===== src/rtl/tartaruga_pkg.sv =====
// Shared types for the tartaruga memory path: arbiter state, port owner and
// the bundled request fields presented to the unified memory.
package tartaruga_pkg;

  typedef enum logic [1:0] {
    ARB_IDLE,
    ARB_REQ_PEND,
    ARB_WAIT_RESP
  } arb_state_e;

  typedef enum logic [1:0] {
    OWN_NONE,
    OWN_IF,
    OWN_DM
  } mem_owner_e;

  typedef struct packed {
    logic        we;
    logic [3:0]  be;
    logic [31:0] addr;
    logic [31:0] wdata;
  } mem_req_t;

  // Fetches are always full-word reads.
  localparam logic [3:0] FETCH_BE = 4'hF;

endpackage


===== src/rtl/mem_port_arbiter.sv =====
// Shares one single-ported memory between fetch and data requesters, one
// outstanding transaction at a time, data-first with bounded fetch starvation.
//
//  state          | meaning
//  ---------------+-----------------------------------------------------------
//  ARB_IDLE       | no transaction; arbitrate and present winner to memory
//  ARB_REQ_PEND   | owner's request presented, waiting for mem_gnt_i
//  ARB_WAIT_RESP  | request accepted, waiting for mem_rvalid_i
module mem_port_arbiter
  import tartaruga_pkg::*;
#(
  parameter int unsigned STARVE_LIMIT = 4
) (
  input  logic        clk_i,
  input  logic        rstn_i,
  input  logic        flush_i,
  input  logic        if_req_i,
  input  logic [31:0] if_addr_i,
  output logic        if_gnt_o,
  output logic        if_rvalid_o,
  output logic [31:0] if_rdata_o,
  input  logic        dm_req_i,
  input  logic        dm_we_i,
  input  logic [3:0]  dm_be_i,
  input  logic [31:0] dm_addr_i,
  input  logic [31:0] dm_wdata_i,
  output logic        dm_gnt_o,
  output logic        dm_rvalid_o,
  output logic [31:0] dm_rdata_o,
  output logic        mem_req_o,
  output logic        mem_we_o,
  output logic [3:0]  mem_be_o,
  output logic [31:0] mem_addr_o,
  output logic [31:0] mem_wdata_o,
  input  logic        mem_gnt_i,
  input  logic        mem_rvalid_i,
  input  logic [31:0] mem_rdata_i,
  output logic        busy_o,
  output logic        protocol_err_o
);

  localparam int unsigned CW = $clog2(STARVE_LIMIT + 1);
  localparam logic [CW-1:0] LIMIT = CW'(STARVE_LIMIT);

  arb_state_e    state_q, state_d;
  mem_owner_e    owner_q, owner_d;
  mem_owner_e    winner, sel;
  logic [CW-1:0] starve_q, starve_d;
  logic          drop_q, drop_d;
  logic          err_q, err_d;
  logic          req, if_gnt, dm_gnt, if_rv, dm_rv;
  mem_req_t      if_fields, dm_fields, mem_fields;

  assign if_fields = '{we: 1'b0, be: FETCH_BE, addr: if_addr_i, wdata: 32'h0};
  assign dm_fields = '{we: dm_we_i, be: dm_be_i, addr: dm_addr_i, wdata: dm_wdata_i};

  always_comb begin
    winner = OWN_NONE;
    if (dm_req_i && !(if_req_i && starve_q == LIMIT)) winner = OWN_DM;
    else if (if_req_i)                                winner = OWN_IF;
  end

  always_comb begin
    state_d = state_q;
    owner_d = owner_q;
    drop_d  = drop_q;
    sel     = OWN_NONE;
    req     = 1'b0;
    if_gnt  = 1'b0;
    dm_gnt  = 1'b0;
    if_rv   = 1'b0;
    dm_rv   = 1'b0;
    case (state_q)
      ARB_IDLE: begin
        sel = winner;
        if (winner != OWN_NONE) begin
          req     = 1'b1;
          owner_d = winner;
          state_d = mem_gnt_i ? ARB_WAIT_RESP : ARB_REQ_PEND;
        end
      end
      ARB_REQ_PEND: begin
        sel = owner_q;
        req = 1'b1;
        if (mem_gnt_i) state_d = ARB_WAIT_RESP;
      end
      ARB_WAIT_RESP: begin
        if (mem_rvalid_i) begin
          if_rv   = (owner_q == OWN_IF) && !drop_q && !flush_i;
          dm_rv   = (owner_q == OWN_DM);
          state_d = ARB_IDLE;
          owner_d = OWN_NONE;
        end
      end
      default: begin
        state_d = ARB_IDLE;
        owner_d = OWN_NONE;
      end
    endcase
    if_gnt = req && mem_gnt_i && (sel == OWN_IF);
    dm_gnt = req && mem_gnt_i && (sel == OWN_DM);
    // Drop flag lives exactly as long as the flushed fetch is in flight.
    if (state_q == ARB_WAIT_RESP && mem_rvalid_i)
      drop_d = 1'b0;
    else if (flush_i && owner_q == OWN_IF && state_q != ARB_IDLE)
      drop_d = 1'b1;
  end

  always_comb begin
    starve_d = starve_q;
    if (!if_req_i || if_gnt)          starve_d = '0;
    else if (dm_gnt && starve_q != LIMIT) starve_d = starve_q + CW'(1);
  end

  assign err_d = err_q | (mem_rvalid_i && state_q != ARB_WAIT_RESP);

  always_ff @(posedge clk_i or negedge rstn_i) begin
    if (!rstn_i) begin
      state_q  <= ARB_IDLE;
      owner_q  <= OWN_NONE;
      starve_q <= '0;
      drop_q   <= 1'b0;
      err_q    <= 1'b0;
    end else begin
      state_q  <= state_d;
      owner_q  <= owner_d;
      starve_q <= starve_d;
      drop_q   <= drop_d;
      err_q    <= err_d;
    end
  end

  // Outputs are forced low while reset is held, including combinational paths.
  assign mem_fields     = req ? ((sel == OWN_DM) ? dm_fields : if_fields) : '0;
  assign mem_req_o      = rstn_i & req;
  assign mem_we_o       = rstn_i & mem_fields.we;
  assign mem_be_o       = rstn_i ? mem_fields.be    : 4'h0;
  assign mem_addr_o     = rstn_i ? mem_fields.addr  : 32'h0;
  assign mem_wdata_o    = rstn_i ? mem_fields.wdata : 32'h0;
  assign if_gnt_o       = rstn_i & if_gnt;
  assign dm_gnt_o       = rstn_i & dm_gnt;
  assign if_rvalid_o    = rstn_i & if_rv;
  assign dm_rvalid_o    = rstn_i & dm_rv;
  assign if_rdata_o     = rstn_i ? mem_rdata_i : 32'h0;
  assign dm_rdata_o     = rstn_i ? mem_rdata_i : 32'h0;
  assign busy_o         = rstn_i & (state_q != ARB_IDLE);
  assign protocol_err_o = rstn_i & err_q;

endmodule

===== config.mk =====
export PLATFORM = sky130hd
export DESIGN_NAME = mem_port_arbiter
export DESIGN_NICKNAME = d
export VERILOG_FILES = /design/src/rtl/tartaruga_pkg.sv /design/src/rtl/mem_port_arbiter.sv
export SDC_FILE = /design/constraint.sdc
export NUM_CORES = 1
export LEC_CHECK = 0
export BUFFER_PORTS_ARGS = -buffer_cell sky130_fd_sc_hd__buf_4
export CORE_AREA = 8 8 103 105
export CTS_BUF_LIST = sky130_fd_sc_hd__clkbuf_4
export CTS_CLUSTER_SIZE = 16
export DETAILED_ROUTE_END_ITERATION = 16
export DIE_AREA = 0 0 111 113
export PLACE_DENSITY = 0.59
export SETUP_SLACK_MARGIN = 0.15
export SYNTH_ARGS = -nofsm -noshare
export SYNTH_HDL_FRONTEND = slang
export SYNTH_SLANG_ARGS = --single-unit

===== constraint.sdc =====
create_clock -name clk_i -period 3.2 [get_ports clk_i]
set_clock_uncertainty 0.05 [all_clocks]
set_input_delay 0.32 -clock clk_i [delete_from_list [all_inputs] [get_ports clk_i]]
set_output_delay 0.32 -clock clk_i [all_outputs]
set_load 0.02 [all_outputs]

# After elaboration in Yosys (flattened, before gate mapping)
# Index checks and enable logic that the tools add are counted.
op_classes:
  n_eq_ne: 12
  add_sub_neg: 1
  muxes: 26
  n_reduce_logical: 24
  bitwise_logic: 10
ops:
  columns: ["operator", "count"]
  rows:
  - ["$mux 69", 2]
  - ["$mux 32", 3]
  - ["$logic_and 1x1->1", 12]
  - ["$mux 2", 6]
  - ["$pmux 2 s3", 2]
  - ["$and 1x1->1", 8]
  - ["$mux 1", 8]
  - ["$ne 2x2->1 const B", 4]
  - ["$reduce_bool 2->1", 4]
  - ["$eq 2x1->1 const B", 3]
  - ["$eq 2x2->1 const B", 3]
  - ["$mux 3", 2]
  - ["$reduce_and 3->1", 2]
  - ["$logic_not 1->1", 4]
  - ["$mux 4", 1]
  - ["$pmux 2 s2", 1]
  - ["$add 3x1->3 const B", 1]
  - ["$eq 3x3->1 const B", 1]
  - ["$ne 3x3->1 const B", 1]
  - ["$logic_not 2->1", 1]
  - ["$pmux 1 s2", 1]
  - ["$logic_or 1x1->1", 1]
  - ["$not 1->1", 1]
  - ["$or 1x1->1", 1]
totals:
  ff_bits: 9
  elab_cells: 78

# Depth between registers and ports, before layout
logic_depth:
  word_depth: 13
  mapped_depth: 8

# Worst setup path after synthesis
# No wires, ideal clock.
synth_path:
  path_kind: "register -> output"
  start: "reg starve_q[0]"
  end: "out dm_gnt_o"
  path_buffers: 1
  arrival_ps: 2045
  setup_slack_ps: 785
  path_stages_with_launch: 7
  cell_sequence: "dfrtp_1 inv_1 ha_1 a21bo_2 a32o_2 clkbuf_1 nor4_1"
synth_via:
  elab_chain_cells: 11
  elab_cells_between_ends: 13
  classes_between: "2 x eq/ne; 4 x mux; 1 x bitwise; 6 x reduce/logical"
synth_rtl:
  columns: ["item", "line_no", "source"]
  rows:
  - ["from (decl)", "mem_port_arbiter.sv:48", "logic [CW-1:0] starve_q, starve_d;"]
  - ["from (signal assigned)", "mem_port_arbiter.sv:127", "starve_q <= starve_d;"]
  - ["$eq 3x3->1 *", "mem_port_arbiter.sv:59", "if (dm_req_i && !(if_req_i && starve_q == LIMIT)) winner = OWN_DM;"]
  - ["$logic_and 1x1->1 *", "mem_port_arbiter.sv:59", null]
  - ["$logic_not 1->1 *", "mem_port_arbiter.sv:59", null]
  - ["$logic_and 1x1->1 *", "mem_port_arbiter.sv:59", null]
  - ["$mux 2 *", "mem_port_arbiter.sv:59", null]
  - ["$reduce_bool 2->1", "mem_port_arbiter.sv:76", "if (winner != OWN_NONE) begin"]
  - ["$mux 1", "mem_port_arbiter.sv:76", null]
  - ["$pmux 1 s2", "mem_port_arbiter.sv:73", "case (state_q)"]
  - ["$logic_and 1x1->1", "mem_port_arbiter.sv:101", "dm_gnt = req && mem_gnt_i && (sel == OWN_DM);"]
  - ["$logic_and 1x1->1 *", "mem_port_arbiter.sv:101", null]
  - ["$and 1x1->1 *", "mem_port_arbiter.sv:141", "assign dm_gnt_o = rstn_i & dm_gnt;"]
  - ["to (decl)", "mem_port_arbiter.sv:27", "output logic dm_gnt_o,"]
# Every way passes the cells marked *; elsewhere a longest branch is shown, timed or not.

# Worst setup path in the final report
layout_path:
  start: "reg starve_q[0]"
  end: "out mem_wdata_o[6]"
layout_via:
  elab_chain_cells: 10
  elab_cells_between_ends: 13
  classes_between: "2 x eq/ne; 7 x mux; 4 x reduce/logical"
layout_rtl:
  columns: ["item", "line_no", "source"]
  rows:
  - ["$eq 3x3->1 *", "mem_port_arbiter.sv:59", null]
  - ["$logic_and 1x1->1 *", "mem_port_arbiter.sv:59", null]
  - ["$logic_not 1->1 *", "mem_port_arbiter.sv:59", null]
  - ["$logic_and 1x1->1 *", "mem_port_arbiter.sv:59", null]
  - ["$mux 2 *", "mem_port_arbiter.sv:59", null]
  - ["$pmux 2 s2 or $reduce_bool 2->1 (tied branches)", "mem_port_arbiter.sv:73, mem_port_arbiter.sv:76", null]
  - ["$eq 2x2->1 or $mux 1 (tied branches)", "mem_port_arbiter.sv:134, mem_port_arbiter.sv:76", null]
  - ["$mux 69 or $pmux 1 s2 (tied branches)", "mem_port_arbiter.sv:134, mem_port_arbiter.sv:73", null]
  - ["$mux 69 *", "mem_port_arbiter.sv:134", "assign mem_fields = req ? ((sel == OWN_DM) ? dm_fields : if_fields) : '0;"]
  - ["$mux 32 *", "mem_port_arbiter.sv:139", "assign mem_wdata_o = rstn_i ? mem_fields.wdata : 32'h0;"]
  - ["to (decl)", "mem_port_arbiter.sv:34", "output logic [31:0] mem_wdata_o,"]
# Marks and branches as above.

==> summary by stage <==
Power and ir drop
Dividing total power by cell area gives a power density of ~270 nW/µm². The leakage power total is between 2 and 2.5 nW. Across the VDD grid, the largest voltage drop is between 0.1 and 0.15 mV.

Critical path
For the worst setup path, the data required time is 2830 ps. The endpoint kind of the worst setup timing path is a primary output. Along the worst path, the maximum fanout reaches 33. STA classifies the critical path startpoint as a register. The type of the worst setup path is reg -> out. The worst register-to-register path ends at starve_q[1]. The number of cells on the worst reg-to-reg path is 7. The arrival time at the worst endpoint is about 2400 ps.

For flop-to-flop paths, the worst setup slack is about 1100 ps. In this run the critical register-to-register path is launched from starve_q[0].

Global routing
Entering global routing, the biggest net connects 46 pins. The met1 capacity usage during global routing is between 10% and 20%. The remaining global-route overflow is 0.

The aggregate global-route resource usage is a little under a fifth. For met3 alone, demand over resource in global routing was approximately 4.6%. The wire length of the first global-routing pass is 18500 µm. The number of antenna violations at the first check in global routing is 0. The routing usage on met2 is 35.3%. The via count of the first global-routing pass came to ~3k.

The busiest metal layer after global routing is met2.

Timing
The shortest period the worst path allows is ~2800 ps. At the pin with the least slew margin, the transition time is about 450 ps. The max-slew violation count came to 0. Setup slack closes at 420 ps. In this run the tightest slew margin relative to its limit is roughly 70%. The number of endpoints with negative hold slack in the final report is 0. Setup repair after global routing left no endpoint under its margin. The number of endpoints failing setup at the final stage is 0. The aggregate negative setup slack is 0 ps. Derived from the worst setup path, the maximum achievable clock frequency is around 0.36 GHz.

The worst path uses roughly 87% of the clock period.

Floorplanning
The region available for standard cell placement spans roughly 9000 µm². The die covers around 13000 µm². After floorplanning, the core was divided into 35 placement rows. The die is 113 µm tall.

The overall die width is ~110 µm. The initial standard-cell utilization of the core is 21.9%. The total I/O pin count is 280.

Routing
After the first detailed-routing iteration, the DRC count stood at between 200 and 250. After detailed routing, the number of vias per cell comes to between 4 and 5. In this run the remaining antenna-violating nets after routing total 0.

After detailed routing, the total wire length is 12500 µm. After detailed routing, the average wire length per cell comes to roughly 20 µm. For this run, the detailed router's first-pass iteration total came to 5. The number of remaining DRC errors is 0. The total number of vias is between 2k and 3k.

Final layout
The number of antenna diodes in the final layout is 0. The number of fill cells is ~940. The post-synthesis to final-layout area growth is 98.0%. After the last flow step, the layout net total stands at 670. Cells with a size suffix above 1 make up between 50% and 60% of the layout.

The count of cells in the finished layout, fillers not included, comes to ~640.

Logic synthesis
Of the post-synthesis cell area, the dominant cell type holds a little over a fifth. After synthesis, the most frequently instantiated cells are and2_1, a21oi_1, nand3_1, buf_4, o21ai_0. After synthesis, the netlist uses 36 different library cells. After synthesis the netlist holds a flip-flop and latch count of 9.

The netlist area before placement is 1970 µm². The most frequent cell after synthesis is and2_1. The cell taking the most area after synthesis is and2_1. The share of flip-flops with an asynchronous set or reset is between 90% and 100%. The count of yosys warnings during synthesis is 0. Yosys attributes the largest share of cell area to and2_1, buf_4, dfrtp_1, a21oi_1, nand3_1. Counting every instance in the synthesized netlist gives 296. Sequential elements use between 10% and 20% of the synthesized area. Each instance of the synthesized netlist takes up on average between 6 and 7 µm². The most common flop cell mapped by yosys is dfrtp_1. Synthesis produced a netlist with a net count of around 440. The number of flops mapped to enable cells by yosys is 0.

Place
After legalization and detailed placement, the total HPWL measured roughly 10000 µm. The number of placed cells counting well taps is 633. The worst-case setup slack after placement is approximately 670 ps.

Routability-driven placement finished with a final weighted congestion of between 0.8 and 0.9. The number of buffer cells added on primary ports is between 200 and 300.

Min path
The startpoint identified for the worst hold timing path is mem_gnt_i. The count of cells along the worst hold path is 2. The worst hold path belongs to the class in -> reg. The worst hold path endpoint is state_q[0].

CTS
The root buffer cell chosen for the clock tree is clkbuf_4. The clock insertion delay at the later pin of the skew report is 270 ps. Clock tree synthesis inserted a total of 3 buffers.

The TritonCTS clock tree is done. Clock-pin slew was measured on the worst setup and hold paths at ~70 ps. The number of clock sinks is 9. In this run the number of H-tree levels came out at 1. The maximum clock path buffer count is 2.

Job
Across the run, the number of max-cap violations was 0.

Outcome
The run finished with clean final reports.
[critical path: stages, from the launching register on]
cell	delay (ps)
dfrtp_1	380
inv_1	70
ha_1	240
a21bo_2	270
a32o_4	430
nor3_4	130
buf_4	280
and2_1	180
buf_4	150
[where the power goes]
group | switching [mW] | internal, mW | leakage, nW
Sequential | 0.0207 | 0.125 | 0.115
Combinational | 0.439 | 0.353 | 1.88
Clock | 0.0471 | 0.0569 | 0.0184
Total | 0.507 | 0.535 | 2.01
[flip-flops by register name (all words and copies together) (netlist names)]
name      flops
drop_q        1
state_q       2
err_q         1
owner_q       2
starve_q      3
[layout make-up]
type | count | area [µm²] | area share, %
clock buffer | 4 | 30.0 | 0.771
inverter | 6 | 22.5 | 0.578
tap | 111 | 139 | 3.57
sequential | 9 | 225 | 5.78
multi-input combinational | 221 | 1320 | 33.9
timing repair buffer | 287 | 2160 | 55.4
[repair_timing]
action,CTS,global route
hold buffers,1,0
resized for setup,0,1
endpoints found under the setup margin,0,1
hold endpoints to repair,9,0
buffers inserted,0,0
[kinds of logic after synthesis]
family | count (synthesis) | share of synthesized area [%]
buf+inv | 66 | 21.9
fa+ha+maj | 2 | 1.27
compound gates | 83 | 25.1
flops | 9 | 11.5
simple gates | 136 | 40.3
[worst max path at each step]
stage / cells after the start / start / slack [ps] / to
after floorplan: 6 / starve_q[0] / 780 / dm_gnt_o
final: 8 / starve_q[0] / 420 / mem_wdata_o[6]
after detailed placement: 8 / starve_q[0] / 670 / mem_addr_o[19]
after global routing: 9 / starve_q[0] / 260 / mem_wdata_o[6]
after CTS: 8 / starve_q[0] / 350 / mem_addr_o[19]
after global placement: 8 / starve_q[0] / 690 / mem_addr_o[19]
[layout by cell type, fill, tap and decap left out]
cell,n
a21bo_2,1
a21o_1,1
a21oi_1,35
a311oi_1,1
a31oi_1,2
a32o_1,3
a32o_4,1
a32oi_2,1
a32oi_4,1
and2_1,66
and2b_4,1
and4_1,2
buf_4,286
clkbuf_4,4
dfrtp_1,9
dlygate4sd3_1,1
ha_1,2
inv_1,6
nand2_1,2
nand2b_1,1
nand3_1,35
nand4_1,3
nand4b_1,1
nor2_1,11
nor2_4,1
nor2b_1,1
nor3_1,7
nor3_4,1
nor4_1,3
o21ai_0,27
o21ai_1,6
o22ai_1,1
o31ai_1,3
or3_1,1
[through the flow]
stage	power (mW)	util [%]	hold WS, ps	area [µm²]
after CTS	1.05	43.3	174	3880
after global routing	1.12	43.4	179	3890
final	1.04	43.4	183	3890
after detailed placement	0.939	42.8	221	3840
after global placement	0.934	42.8	212	3840
after floorplan	0.605	-	-25.6	1970
[per-layer routing]
layer	wire length (µm)	share of wire (%)
met5	0	0
met4	119	0.95
met2	6840	55
met3	901	7.2
met1	4610	37
(Power assumes the default switching activity.)
